===== src/rtl/load_seq_arbiter.sv =====
// Purpose : arbitrates add/remove requests onto one 3-bit saturating load
//           counter, drives its X/P controls and keeps a checked shadow count.
// Latency : grant at edge n, cnt_p high after edge n+1, ack high after edge n+3.
// Backpressure: level requests held until ack/nak; refused at full/empty with a nak.
//
// Ports:
//   w_clk, reset         clock; asynchronous active-high reset
//   req_add / req_rem    level requests (sampled only in IDLE)
//   ack_* / nak_*        one-cycle completion / refusal pulses
//   cnt_x, cnt_p         counter direction (1=up) and step enable
//   cnt_q                counter Q feedback, checked in CHECK
//   count, full, empty   shadow count and its full/empty flags
//   busy, err            FSM-not-idle; sticky feedback mismatch flag
//
// Build option: define LOAD_RESYNC_EN to reload the shadow count from cnt_q
// when a feedback mismatch is seen (err is set either way).
module load_seq_arbiter #(
  parameter int CNT_W     = 3,
  parameter int MAX_COUNT = 7   // must equal 2**CNT_W-1
) (
  input  logic             w_clk,
  input  logic             reset,
  input  logic             req_add,
  input  logic             req_rem,
  output logic             ack_add,
  output logic             ack_rem,
  output logic             nak_add,
  output logic             nak_rem,
  output logic             cnt_x,
  output logic             cnt_p,
  input  logic [CNT_W-1:0] cnt_q,
  output logic [CNT_W-1:0] count,
  output logic             full,
  output logic             empty,
  output logic             busy,
  output logic             err
);

  localparam logic [CNT_W-1:0] MAX_C = CNT_W'(MAX_COUNT);
  localparam logic [CNT_W-1:0] ONE_C = CNT_W'(1);

  typedef enum logic [1:0] {IDLE, SETUP, STEP, CHECK} state_t;
  typedef enum logic {GRANT_REM, GRANT_ADD} grant_t;

  state_t           state_q, state_d;
  grant_t           last_grant_q, last_grant_d;
  logic [CNT_W-1:0] count_q, count_d;
  logic             cnt_x_q, cnt_x_d;
  logic             cnt_p_q, cnt_p_d;
  logic             ack_add_q, ack_add_d;
  logic             ack_rem_q, ack_rem_d;
  logic             nak_add_q, nak_add_d;
  logic             nak_rem_q, nak_rem_d;
  logic             busy_q, busy_d;
  logic             err_q, err_d;
  logic             add_ok, rem_ok;

  assign full  = (count_q == MAX_C);
  assign empty = (count_q == '0);

  always_comb begin
    state_d      = state_q;
    last_grant_d = last_grant_q;
    count_d      = count_q;
    cnt_x_d      = cnt_x_q;
    cnt_p_d      = 1'b0;
    ack_add_d    = 1'b0;
    ack_rem_d    = 1'b0;
    nak_add_d    = 1'b0;
    nak_rem_d    = 1'b0;
    err_d        = err_q;
    add_ok       = req_add & ~full;
    rem_ok       = req_rem & ~empty;

    case (state_q)
      IDLE: begin
        // A refused request that is still held is refused again every other
        // cycle, giving the requester one cycle to see the nak and drop.
        nak_add_d = req_add & full  & ~nak_add_q;
        nak_rem_d = req_rem & empty & ~nak_rem_q;
        if (add_ok && (!rem_ok || last_grant_q == GRANT_REM)) begin
          cnt_x_d      = 1'b1;
          last_grant_d = GRANT_ADD;
          state_d      = SETUP;
        end else if (rem_ok) begin
          cnt_x_d      = 1'b0;
          last_grant_d = GRANT_REM;
          state_d      = SETUP;
        end
      end
      SETUP: begin
        // X has been stable for a full cycle; enable the step next cycle.
        cnt_p_d = 1'b1;
        state_d = STEP;
      end
      STEP: begin
        // Eligibility in IDLE already excludes these ends; the guard keeps the
        // shadow from wrapping even if that ever changes.
        if (cnt_x_q && count_q != MAX_C) begin
          count_d = count_q + ONE_C;
        end else if (!cnt_x_q && count_q != '0) begin
          count_d = count_q - ONE_C;
        end
        state_d = CHECK;
      end
      CHECK: begin
        if (cnt_q != count_q) begin
          err_d = 1'b1;
`ifdef LOAD_RESYNC_EN
          count_d = cnt_q;
`else
          count_d = count_q;
`endif
        end
        ack_add_d = cnt_x_q;
        ack_rem_d = ~cnt_x_q;
        state_d   = IDLE;
      end
      default: state_d = IDLE;
    endcase

    busy_d = (state_d != IDLE);
  end

  always_ff @(posedge w_clk or posedge reset) begin
    if (reset) begin
      state_q      <= IDLE;
      last_grant_q <= GRANT_REM;
      count_q      <= '0;
      cnt_x_q      <= 1'b0;
      cnt_p_q      <= 1'b0;
      ack_add_q    <= 1'b0;
      ack_rem_q    <= 1'b0;
      nak_add_q    <= 1'b0;
      nak_rem_q    <= 1'b0;
      busy_q       <= 1'b0;
      err_q        <= 1'b0;
    end else begin
      state_q      <= state_d;
      last_grant_q <= last_grant_d;
      count_q      <= count_d;
      cnt_x_q      <= cnt_x_d;
      cnt_p_q      <= cnt_p_d;
      ack_add_q    <= ack_add_d;
      ack_rem_q    <= ack_rem_d;
      nak_add_q    <= nak_add_d;
      nak_rem_q    <= nak_rem_d;
      busy_q       <= busy_d;
      err_q        <= err_d;
    end
  end

  assign ack_add = ack_add_q;
  assign ack_rem = ack_rem_q;
  assign nak_add = nak_add_q;
  assign nak_rem = nak_rem_q;
  assign cnt_x   = cnt_x_q;
  assign cnt_p   = cnt_p_q;
  assign count   = count_q;
  assign busy    = busy_q;
  assign err     = err_q;

endmodule


===== config.mk =====
export PLATFORM = sky130hd
export DESIGN_NAME = load_seq_arbiter
export DESIGN_NICKNAME = d
export VERILOG_FILES = /design/src/rtl/load_seq_arbiter.sv
export SDC_FILE = /design/constraint.sdc
export NUM_CORES = 1
export LEC_CHECK = 0
export CAP_MARGIN = 0
export CORE_ASPECT_RATIO = 0.7
export CORE_MARGIN = 3
export CORE_UTILIZATION = 24
export CTS_BUF_LIST = sky130_fd_sc_hd__clkbuf_16
export DETAILED_ROUTE_END_ITERATION = 7
export PLACE_DENSITY = 0.49
export SKIP_LAST_GASP = 1
export SYNTH_ARGS = -nofsm -noshare
export SYNTH_HDL_FRONTEND = slang
export SYNTH_SLANG_ARGS = --single-unit

===== constraint.sdc =====
create_clock -name w_clk -period 3.5 [get_ports w_clk]
set_input_delay 0.7 -clock w_clk [delete_from_list [all_inputs] [get_ports w_clk]]
set_output_delay 0.7 -clock w_clk [all_outputs]
set_load 0.1 [all_outputs]

# Yosys cells after proc, flatten, opt, wreduce, memory -nomap -nowiden
# Cells that the tools add are included.
[word_totals]
output_inout_bits = 13
elab_cells = 56
register_bits = 13
in_bits = 7
[classes]
reduce_logical = 15
n_mux = 12
n_eq_ne = 6
bitwise_logic = 11
addsub = 2
[ops]
columns = ["operator", "n"]
rows = [
  ["$pmux W2 S4", 1],
  ["$mux W1", 7],
  ["$and A1 B1 Y1", 6],
  ["$mux W3", 2],
  ["$reduce_and A2 Y1", 3],
  ["$reduce_bool A2 Y1", 3],
  ["$not A1 Y1", 5],
  ["$eq A2 B2 Y1 const B", 2],
  ["$mux W2", 2],
  ["$add A3 B1 Y3 const B", 1],
  ["$eq A3 B3 Y1 const B", 1],
  ["$logic_and A1 B1 Y1", 3],
  ["$logic_not A3 Y1", 1],
  ["$ne A3 B3 Y1", 1],
  ["$ne A3 B3 Y1 const B", 1],
  ["$reduce_bool A3 Y1", 1],
  ["$sub A3 B1 Y3 const B", 1],
  ["$eq A2 B1 Y1 const B", 1],
  ["$logic_not A1 Y1", 2],
  ["$logic_not A2 Y1", 1],
  ["$logic_or A1 B1 Y1", 1],
]

# Depth between registers and ports, before layout
# Gate-level depths: netlist (run 1).
[depth]
ltp_word = 9
depth_mapped = 7
ltp_nobuf = 6

# Worst setup path after synthesis (run 1)
# OpenSTA, ideal clock, no wires.
[synth_timing]
kind = "register to output"
from = "reg count_q[0], in the netlist count[0]"
to = "out full"
n_path_buf = 1
arrival_ns = 1.986
path_slack_ns = 0.814
required_time_ns = 2.800
path_stages_with_launch = 4
cell_sequence = "dfrtp_1 > buf_6 > nand3_1 > inv_1"
[synth_between]
elab_chain_len = 1
[synth_lines]
columns = ["element", "line_no", "rtl"]
rows = [
  ["start, declared", "47", "logic [CNT_W-1:0] count_q, count_d;"],
  ["start signal, assigned", "141", "count_q <= count_d;"],
  ["$eq A3 B3 Y1", "58", "assign full = (count_q == MAX_C);"],
  ["end, declared", "33", "output logic full,"],
]
# No other way between the ends.

# Final worst setup path (run 1)
[layout_timing]
from = "reg nak_rem_q, in the netlist nak_rem"
to = "out nak_rem"
[layout_rtl]
columns = ["element", "line_no", "rtl"]
rows = [
  ["start, declared", "53", "logic nak_rem_q, nak_rem_d;"],
  ["start signal, assigned", "147", "nak_rem_q <= nak_rem_d;"],
  ["end, declared", "28", "output logic nak_rem,"],
]
# No word-level cell between the ends.

==> summary.md, run 1 <==
| Metric | Value |
|---|---|
| Top cells by count, synth | dfrtp_1, a21oi_1 |
| RR Endpoint | count[2] |
| Status | finished, final reports clean |
| Min-delay src | nak_add |
| Final setup viols | 0 |
| CTS tree | built |
| DRT Pass-1 Iters | 4 |
| Hold EP | nak_add |
| Syn Area/Cell | approximately 10 µm² |
| Max Cap Viol | 0 |
| Total Routing Usage GR | about 8.7% |
| Cell chain of the critical path | clkdlybuf4s50_1 |
| Syn nets | between 80 and 90 |
| Clock slew at reported path FFs | roughly 0.050 ns |
| Worst slew pin tran | between 0.9 and 1 ns |
| Nets | about 100 |
| Critical path data required time | about 2.8 ns |
| Detailed Route Iter0 Violations | 13 |
| Vias | around 550 |
| FFs w/ async S/R, synth | 100.0% |
| Post-synthesis adder-cell area fraction | under 10% |
| Mux contribution to synthesized area | under 10% |
| Worst min-delay path category | flip-flop to flip-flop |
| Final cycle utilization of the critical path | roughly 69% |
| Initial antenna violation count | 0 |
| Die height | just over 50 µm |
| Post-synthesis compound-gate area fraction | 11.21% |
| First-pass GRT wire length | between 2000 and 2500 µm |
| Fin util | a little under two fifths |
| Largest family of logic cells by synthesized area | simple AND/OR/NAND/NOR gates |
| Clock sinks | 13 |
| Mapped Cells | 69 |
| Setup_tns | 0 ns |
| Main flop type after synthesis | dfrtp_1 |
| Count of pins over their slew limit | 0 |
| R2R Path Start | count[2] |
| Clk buf depth | 2 |
| Post-DRT Antenna Nets | 0 |
| Area Overhead vs Synth | 36.95% |
| Core area | around 0.0026 mm² |
| CTS buffer count | 3 |
| Synth area leaders | dfrtp_1, ha_1, a21oi_1 |
| Share of layout cells above drive strength 1 | ~15% |
| Starting Density | between 20 and 30% |
| Gp weighted congestion | ~0.7 |
| CP Class | flip-flop to primary output |
| R2R cell count | 6 |
| Seq/Total Area, Yosys | roughly 46% |
| Post-Syn Area | approximately 710 µm² |
| Max_slew headroom | between 30% and 40% |
| Worst skew pair latency | 0.24 ns |
| Fin. Hold Viols | 0 |
| Top cell type's share of synthesized area | about 46% |
| Count leader, synth | dfrtp_1 |
| Worst Skew | approximately 0.0023 ns |
| Drt drc | 0 |
| WHS Path Cells | 1 |
| Die width | roughly 71 µm |
| Achievable frequency | just over 400 MHz |
| Die area | roughly 0.0037 mm² |
| CP max FO | 2 |
| Count of state elements after synthesis | 13 |
| Critical path arrival | between 1.5 and 2 ns |
| Hold_buf cts | 0 |
| Avg WL per Cell | about 12 µm |
| Post-synth EDFFs | 0 |
| CP max stage cell | clkdlybuf4s50_1 |
| # resized after CTS | 0 |
| Fill count | between 200 and 300 |
| Yosys cell types | 30 |
| Synth area leader | dfrtp_1 |
| Post-Synth Simple-Gate Area | 21.19% |
| RSZ-0062 raised after global routing | no |
| Via density per instance | roughly 4.5 |
| Setup Buffers After CTS | 0 |
| Antenna Cells | 0 |
| Largest delay share family, worst path | buffers and inverters |
| YS warnings | 0 |
| Worst R2R Setup Slack | 1.56 ns |
| CP max stage delay | about 1.1 ns |
| I/O Pins | 20 |
| Endpoint type of the worst setup path | primary output |
| Synth Area in XOR/XNOR | about 3.7% |
| Post-layout min period | about 2.4 ns |
| Largest net degree at the start of global routing | 14 |
| IO buf count | 19 |
| Detailed Route WL | ~1500 µm |
| Crit path buf inv count | 1 |
| Root buffer cell | clkbuf_16 |
| GR Overflow Total | 0 |
| Dpl hpwl | 1078 µm |
| Worst Setup Start Kind | flip-flop |
| Vias in the first global route | 530 |
| Depth of the CTS H-tree | 1 |
| Row Count | 15 |
flip-flops by register name, indices dropped and copies added, names as in the netlist:
name	count
ack_add	1
ack_rem	1
busy	1
cnt_p	1
cnt_x	1
count	3
err	1
nak_add	1
nak_rem	1
state_q	2
per-layer routing:
layer | routed length [µm] | track usage (%) | vias to the layer above | part of all wire [%]
met5 | 0 | 0 | - | 0
met4 | 8 | 1.875 | 0 | 0.55
met3 | 112 | 5.019 | 2 | 7.7
met2 | 592 | 12.35 | 17 | 41
met1 | 748 | 11.45 | 252 | 51
li1 | - | - | 277 | -
cell type report:
cell class	count	area [µm²]	area share [%]
multi-input combinational	47	337.8	34.53
sequential	13	325.3	33.25
timing repair buffer	19	175.2	17.90
clock buffer	3	75.07	7.673
tap	34	42.54	4.348
inverter	5	18.77	1.918
clock inverter	1	3.754	0.3836
kinds of logic (layout without fill, tap and decap cells):
family | count (synthesis) | after routing
xor gates and xnor gates | 3 | 3
AOI/OAI and AO/OA | 13 | 13
buffers and inverters | 9 | 28
and+or+nand+nor | 25 | 25
muxes | 1 | 1
DFF | 13 | 13
adders and majority gates | 5 | 5
through the flow:
stage               worst slack [ns]  hold WS [ns]  cell area [µm²]  cells
global placement               1.337        0.4254            899.6    118
detailed placement             1.334        0.4252            899.6    118
CTS                            1.069        0.4385            978.4    122
floorplan                     0.8144        0.5395            714.4     69
finish                         1.080        0.4375            978.4    122
global route                   1.045        0.4492            978.4    122
how the worst max path moves through the flow:
stage / from / to / slack, ns / cells past startpoint
after CTS: nak_rem / nak_rem / 1.07 / 1
after detailed placement: err / err / 1.33 / 1
final: nak_rem / nak_rem / 1.08 / 1
after global placement: nak_rem / nak_rem / 1.34 / 1
after global routing: nak_add / nak_add / 1.05 / 1
after floorplan: count[0] / full / 0.81 / 3
cells in the final DEF (no fill, tap or decap), drive strengths merged, types with 3 or more instances in the layout:
cell type / n
dfrtp: 13
a21oi: 7
nor3: 4
nor2: 3
inv: 6
ha: 4
clkbuf: 3
nand2: 4
nand3: 3
xnor2: 3
buf: 6
clkdlybuf4s50: 13
Power of run 1 is left out: the tool's default activity adds up to more than one toggle a clock period on the data nets, which glitch-free logic cannot reach.
==> run 2: changes to the inputs <==
Settings changed: PLACE_DENSITY 0.49 to 0.5.
Clock period 3.5 ns to 2 ns, I/O delays scaled along.
==> run 2 against run 1 <==
Wire length grew 11%; clock skew grew 0.0023 ns; flip-flop and latch count is the same; core utilization grew 3.1 points; cell count is the same; die area is the same; hold slack gained 0.0083 ns; sequential share of layout area shrank 1.4 points; cell area grew 8.3%; register-to-register slack lost 1.4 ns; count of clock-buffer cells in the layout is the same; non-clock buffer count is the same; largest cell class unchanged.
==> summary.md, run 2 (synthesized netlist as in run 1, its figures left out) <==
| Metric | Value |
|---|---|
| Avg WL per Cell | 13.25 µm (+11%) |
| CTS buffer count | 3 (unchanged) |
| GR Overflow Total | 0 (unchanged) |
| Hold EP | nak_rem |
| Core area | 0.002646 mm² (unchanged) |
| Vias in the first global route | 569 (+7.4%) |
| Dpl hpwl | 1152 µm (+6.9%) |
| Largest net degree at the start of global routing | 14 (unchanged) |
| Die area | 0.003678 mm² (unchanged) |
| Die width | 71.21 µm (unchanged) |
| Setup_tns | 0 ns (unchanged) |
| Hold_buf cts | 0 (unchanged) |
| CP max stage delay | 0.56 ns (-0.58 ns) |
| Worst R2R Setup Slack | 0.18 ns (-1.38 ns) |
| Antenna Cells | 0 (unchanged) |
| Levels on crit path | 3 (+2) |
| Starting Density | 27.00% (unchanged) |
| Initial antenna violation count | 0 (unchanged) |
| Number of flip-flops under the largest register name | 3 (unchanged) |
| Fill count | 252 (-4.9%) |
| Status | finished, final reports clean |
| Detailed Route WL | 1616 µm (+11%) |
| Depth of the CTS H-tree | 1 (unchanged) |
| Worst slew pin tran | 0.5019 ns (-0.4708 ns) |
| Root buffer cell | clkbuf_16 |
| Drt drc | 0 (unchanged) |
| Critical path data required time | 1.60 ns (-1.20 ns) |
| Largest delay share family, worst path | flip-flops |
| CTS tree | built |
| Area Overhead vs Synth | 48.34% |
| Vias | 540 (-1.5%) |
| Share of layout cells above drive strength 1 | 30.68% (+16 points) |
| Nets | 101 (unchanged) |
| Post-layout min period | slightly below 2 ns |
| R2R cell count | 6 (unchanged) |
| Count of pins over their slew limit | 0 (unchanged) |
| Final setup viols | 0 (unchanged) |
| Clock sinks | 13 (unchanged) |
| Placed Instances | 118 (unchanged) |
| Die height | 51.65 µm (unchanged) |
| Clk buf depth | 2 (unchanged) |
| Achievable frequency | 519.2 MHz |
| IO buf count | 19 (unchanged) |
| WHS Path Cells | 1 (unchanged) |
| Total Routing Usage GR | 9.779% (+1.0 points) |
| Commonest non-fill, non-tap cells in the layout | dfrtp_1, a21oi_1, buf_4 |
| Final Non-Filler Cells | 122 (unchanged) |
| Design Area, Final | 0.001060 mm² (+8.3%) |
| Max Cap Viol | 0 (unchanged) |
| Via density per instance | 4.426 (-1.5%) |
| CP Class | flip-flop to primary output |
| I/O Pins | 20 (unchanged) |
| Detailed Route Iter0 Violations | 21 (+8) |
| Worst Skew | 0.004563 ns (+0.002297 ns) |
| CP max stage cell | dfrtp_4 |
| Worst Setup Start Kind | flip-flop |
| Endpoint type of the worst setup path | primary output |
| Fin Hold WS | 0.4458 ns (+0.008307 ns) |
| Final cycle utilization of the critical path | between 90% and 100% |
| R2R Path Start | count[0] |
| Post-DRT Antenna Nets | 0 (unchanged) |
| Gp weighted congestion | 0.7526 (+5.2%) |
| Cell chain of the critical path | or3_4 -> inv_2 -> buf_12 |
| DRT Pass-1 Iters | 4 (unchanged) |
| Clock slew at reported path FFs | 0.05 ns (about the same) |
| Min-delay src | nak_rem |
| RSZ-0062 raised after global routing | no |
| Critical path arrival | 1.53 ns (-0.19 ns) |
| RR Endpoint | count[2] |
| Worst skew pair latency | 0.24 ns (about the same) |
| Dpl cell area | 978.4 µm² (+8.8%) |
| Max_slew headroom | 66.51% (+32 points) |
| CP max FO | 13 (+11) |
| Row Count | 15 (unchanged) |
| Fin. Hold Viols | 0 (unchanged) |
| Worst min-delay path category | flip-flop to flip-flop |
| Crit path buf inv count | 2 (+1) |
| First-pass GRT wire length | 2670 µm (+8.4%) |
| Most common cell after layout, fill and taps aside | dfrtp_1 |
| Setup Buffers After CTS | 0 (unchanged) |
[run 2: worst max path at each step]
stage	start	end
after floorplan	count[0]	count[2]
after global routing	count[0]	count[2]
after CTS	count[2]	empty
after global placement	count[0]	count[2]
final	count[2]	empty
after detailed placement	count[0]	count[2]
[run 2: cell type report]
type                            count  area, µm²  share of cell area (%)
Clock buffer                        3      75.07                   7.084
Timing Repair Buffer               19      232.7                   21.96
Inverter                            5      22.52                   2.125
Tap cell                           34      42.54                   4.014
Clock inverter                      1      3.754                  0.3542
Multi-Input combinational cell     47      345.3                   32.59
Sequential cell                    13      337.8                   31.88
[run 2: per-layer routing]
| metal | vias up | track usage, % | routed length [µm] |
|---|---|---|---|
| met5 | - | 0 | 0 |
| met4 | 0 | 3.750 | 13 |
| met3 | 2 | 5.212 | 124 |
| met2 | 15 | 12.65 | 624 |
| met1 | 246 | 13.36 | 853 |
| li1 | 277 | - | - |
[run 2: per-stage QoR]
stage / utilization [%] / worst slack (ns)
after floorplan: - / 0.009319
final: 40.05 / 0.07384
after global placement: 36.97 / 0.2052
after CTS: 39.95 / 0.07096
after global routing: 40.05 / 0.03981
after detailed placement: 36.97 / 0.1523
[run 2: timing repair]
| item | 4_1_cts | 5_1_grt |
|---|---|---|
| endpoints found under the hold margin | 0 | 0 |
| setup endpoints to repair | 0 | 1 |
| gates resized for setup | 0 | 1 |
Power of run 2 is left out for the same reason.
==> run 3: changes to the inputs <==
Settings changed: CORE_ASPECT_RATIO 0.7 to not set, CORE_UTILIZATION 24 to 49, DONT_BUFFER_PORTS set to 1, PLACE_DENSITY 0.5 to 0.69.
==> run 3 against run 2 <==
Non-clock buffer count fell by 8; count of clock-buffer cells in the layout did not move; highest routed layer is now met3; clock skew fell by 0.0044 ns; core utilization rose by 26 points; critical endpoint unchanged.
==> summary.md, run 3 (synthesized netlist as in run 1, its figures left out) <==
| Metric | Value |
|---|---|
| CP max FO | 10 (-3) |
| Clk buf depth | 2 (unchanged) |
| CTS tree | built |
| I/O Pins | 20 (unchanged) |
| Total Routing Usage GR | 15.72% (+5.9 points) |
| Via density per instance | 5.568 (+26%) |
| Share of layout cells above drive strength 1 | 30.00% (-0.68 points) |
| Core area | 0.001334 mm² (-50%) |
| CP max stage delay | 0.51 ns (-0.05 ns) |
| Hold_buf cts | 0 (unchanged) |
| Detailed Route Iter0 Violations | 5 (-76%) |
| Number of flip-flops under the largest register name | 3 (unchanged) |
| Fill count | 110 (-56%) |
| Worst skew pair latency | 0.24 ns (about the same) |
| Crit path from | count[2] |
| Detailed Route WL | 1332 µm (-18%) |
| Top routing layer in use | met3 |
| Worst Setup Start Kind | flip-flop |
| CP max stage cell | dfrtp_4 |
| Critical path data required time | 1.60 ns (about the same) |
| Cell chain of the critical path | or3_4 -> inv_2 |
| Clock sinks | 13 (unchanged) |
| First-pass GRT wire length | 2256 µm (-16%) |
| Final setup viols | 0 (unchanged) |
| Most common cell after layout, fill and taps aside | buf_4 |
| Post-DRT Antenna Nets | 0 (unchanged) |
| Met2 Routed Length | 639 µm (+2.4%) |
| Endpoint type of the worst setup path | primary output |
| Critical path arrival | 1.57 ns (+0.04 ns) |
| CTS buffer count | 3 (unchanged) |
| Met3 wire len | 125 µm (+0.81%) |
| Commonest non-fill, non-tap cells in the layout | buf_4, dfrtp_1, a21oi_1 |
| IO buf count | 0 (-19) |
| Dpl hpwl | 973.7 µm (-15%) |
| Post-layout min period | 1.966 ns (+0.04017 ns) |
| Root buffer cell | clkbuf_16 |
| Initial antenna violation count | 0 (unchanged) |
| Nets | 93 (-7.9%) |
| Max_slew headroom | 40.66% (-26 points) |
| Final cycle utilization of the critical path | 98.32% (+2.0 points) |
| Die height | 44.19 µm (-14%) |
| Depth of the CTS H-tree | 1 (unchanged) |
| Row Count | 13 (-2) |
| Largest delay share family, worst path | flip-flops |
| Avg WL per Cell | 14.02 µm (+5.9%) |
| # resized after CTS | 0 (unchanged) |
| Crit path buf inv count | 1 (-1) |
| Antenna Cells | 0 (unchanged) |
| Gp weighted congestion | 0.6836 (-9.2%) |
| Vias | 529 (-2.0%) |
| Max Cap Viol | 0 (unchanged) |
| Largest net degree at the start of global routing | 14 (unchanged) |
| Fin. Hold Viols | 0 (unchanged) |
| R2R Path Start | count[0] |
| GR Overflow Total | 0 (unchanged) |
| Die width | 44.19 µm (-38%) |
| M1 WL | 567 µm (-34%) |
| DRT Pass-1 Iters | 4 (unchanged) |
| RR Endpoint | count[2] |
| Setup Buffers After CTS | 0 (unchanged) |
| Vias in the first global route | 571 (+0.35%) |
| Clock slew at reported path FFs | 0.04 ns (about the same) |
| Achievable frequency | 508.6 MHz (-2.0%) |
| R2R cell count | 6 (unchanged) |
| Starting Density | 53.56% (+27 points) |
| Count of pins over their slew limit | 0 (unchanged) |
| Worst R2R Setup Slack | 0.20 ns (+0.02 ns) |
| Area Overhead vs Synth | 23.64% |
| Status | finished, final reports clean |
| CP Class | flip-flop to primary output |
| Worst slew pin tran | 0.8902 ns (+0.3883 ns) |
| RSZ-0062 raised after global routing | no |
| Die area | 0.001952 mm² (-47%) |
| Worst Skew | 0.0001912 ns (-0.004372 ns) |
| Drt drc | 0 (unchanged) |
| Worst min-delay path category | input pin to asynchronous set/reset pin |
| Setup_tns | 0 ns (unchanged) |
run 3: cell count changes in the layout (fill, tap and decap cells not counted), sizes merged:
cell / change
buf: -2
clkdlybuf4s50: -6
run 3: stage by stage:
step	hold WS (ns)	cells	cell area, µm²	util [%]	setup slack (ns)
after floorplan	0.2770	69	735.7	-	0.009319
after global placement	0.3317	91	804.5	60.32	0.2476
after detailed placement	0.3319	91	804.5	60.32	0.2110
after CTS	0.08052	95	883.3	66.23	0.02821
after global routing	0.1011	95	883.3	66.23	0.01078
final	0.06341	95	883.3	66.23	0.03367
run 3: per-layer routing:
layer	GRT usage (%)	up-vias
met3	7.724	0
met5	0	-
met2	27.03	20
met1	17.10	248
met4	4.217	0
li1	-	261
run 3: worst max path at each step:
stage,endpoint,cells past startpoint
after floorplan,count[2],7
after global placement,count[2],6
after detailed placement,count[2],6
after CTS,empty,2
after global routing,empty,2
final,empty,2
run 3: final cells by class:
cell class | count | area [µm²] | area share (%)
Tap cell | 15 | 18.77 | 2.125
Clock buffer | 3 | 75.07 | 8.499
Sequential cell | 13 | 337.8 | 38.24
Timing Repair Buffer | 11 | 82.58 | 9.348
Inverter | 5 | 22.52 | 2.550
Clock inverter | 1 | 3.754 | 0.4249
Multi-Input combinational cell | 47 | 342.8 | 38.81
Power of run 3 is left out for the same reason.
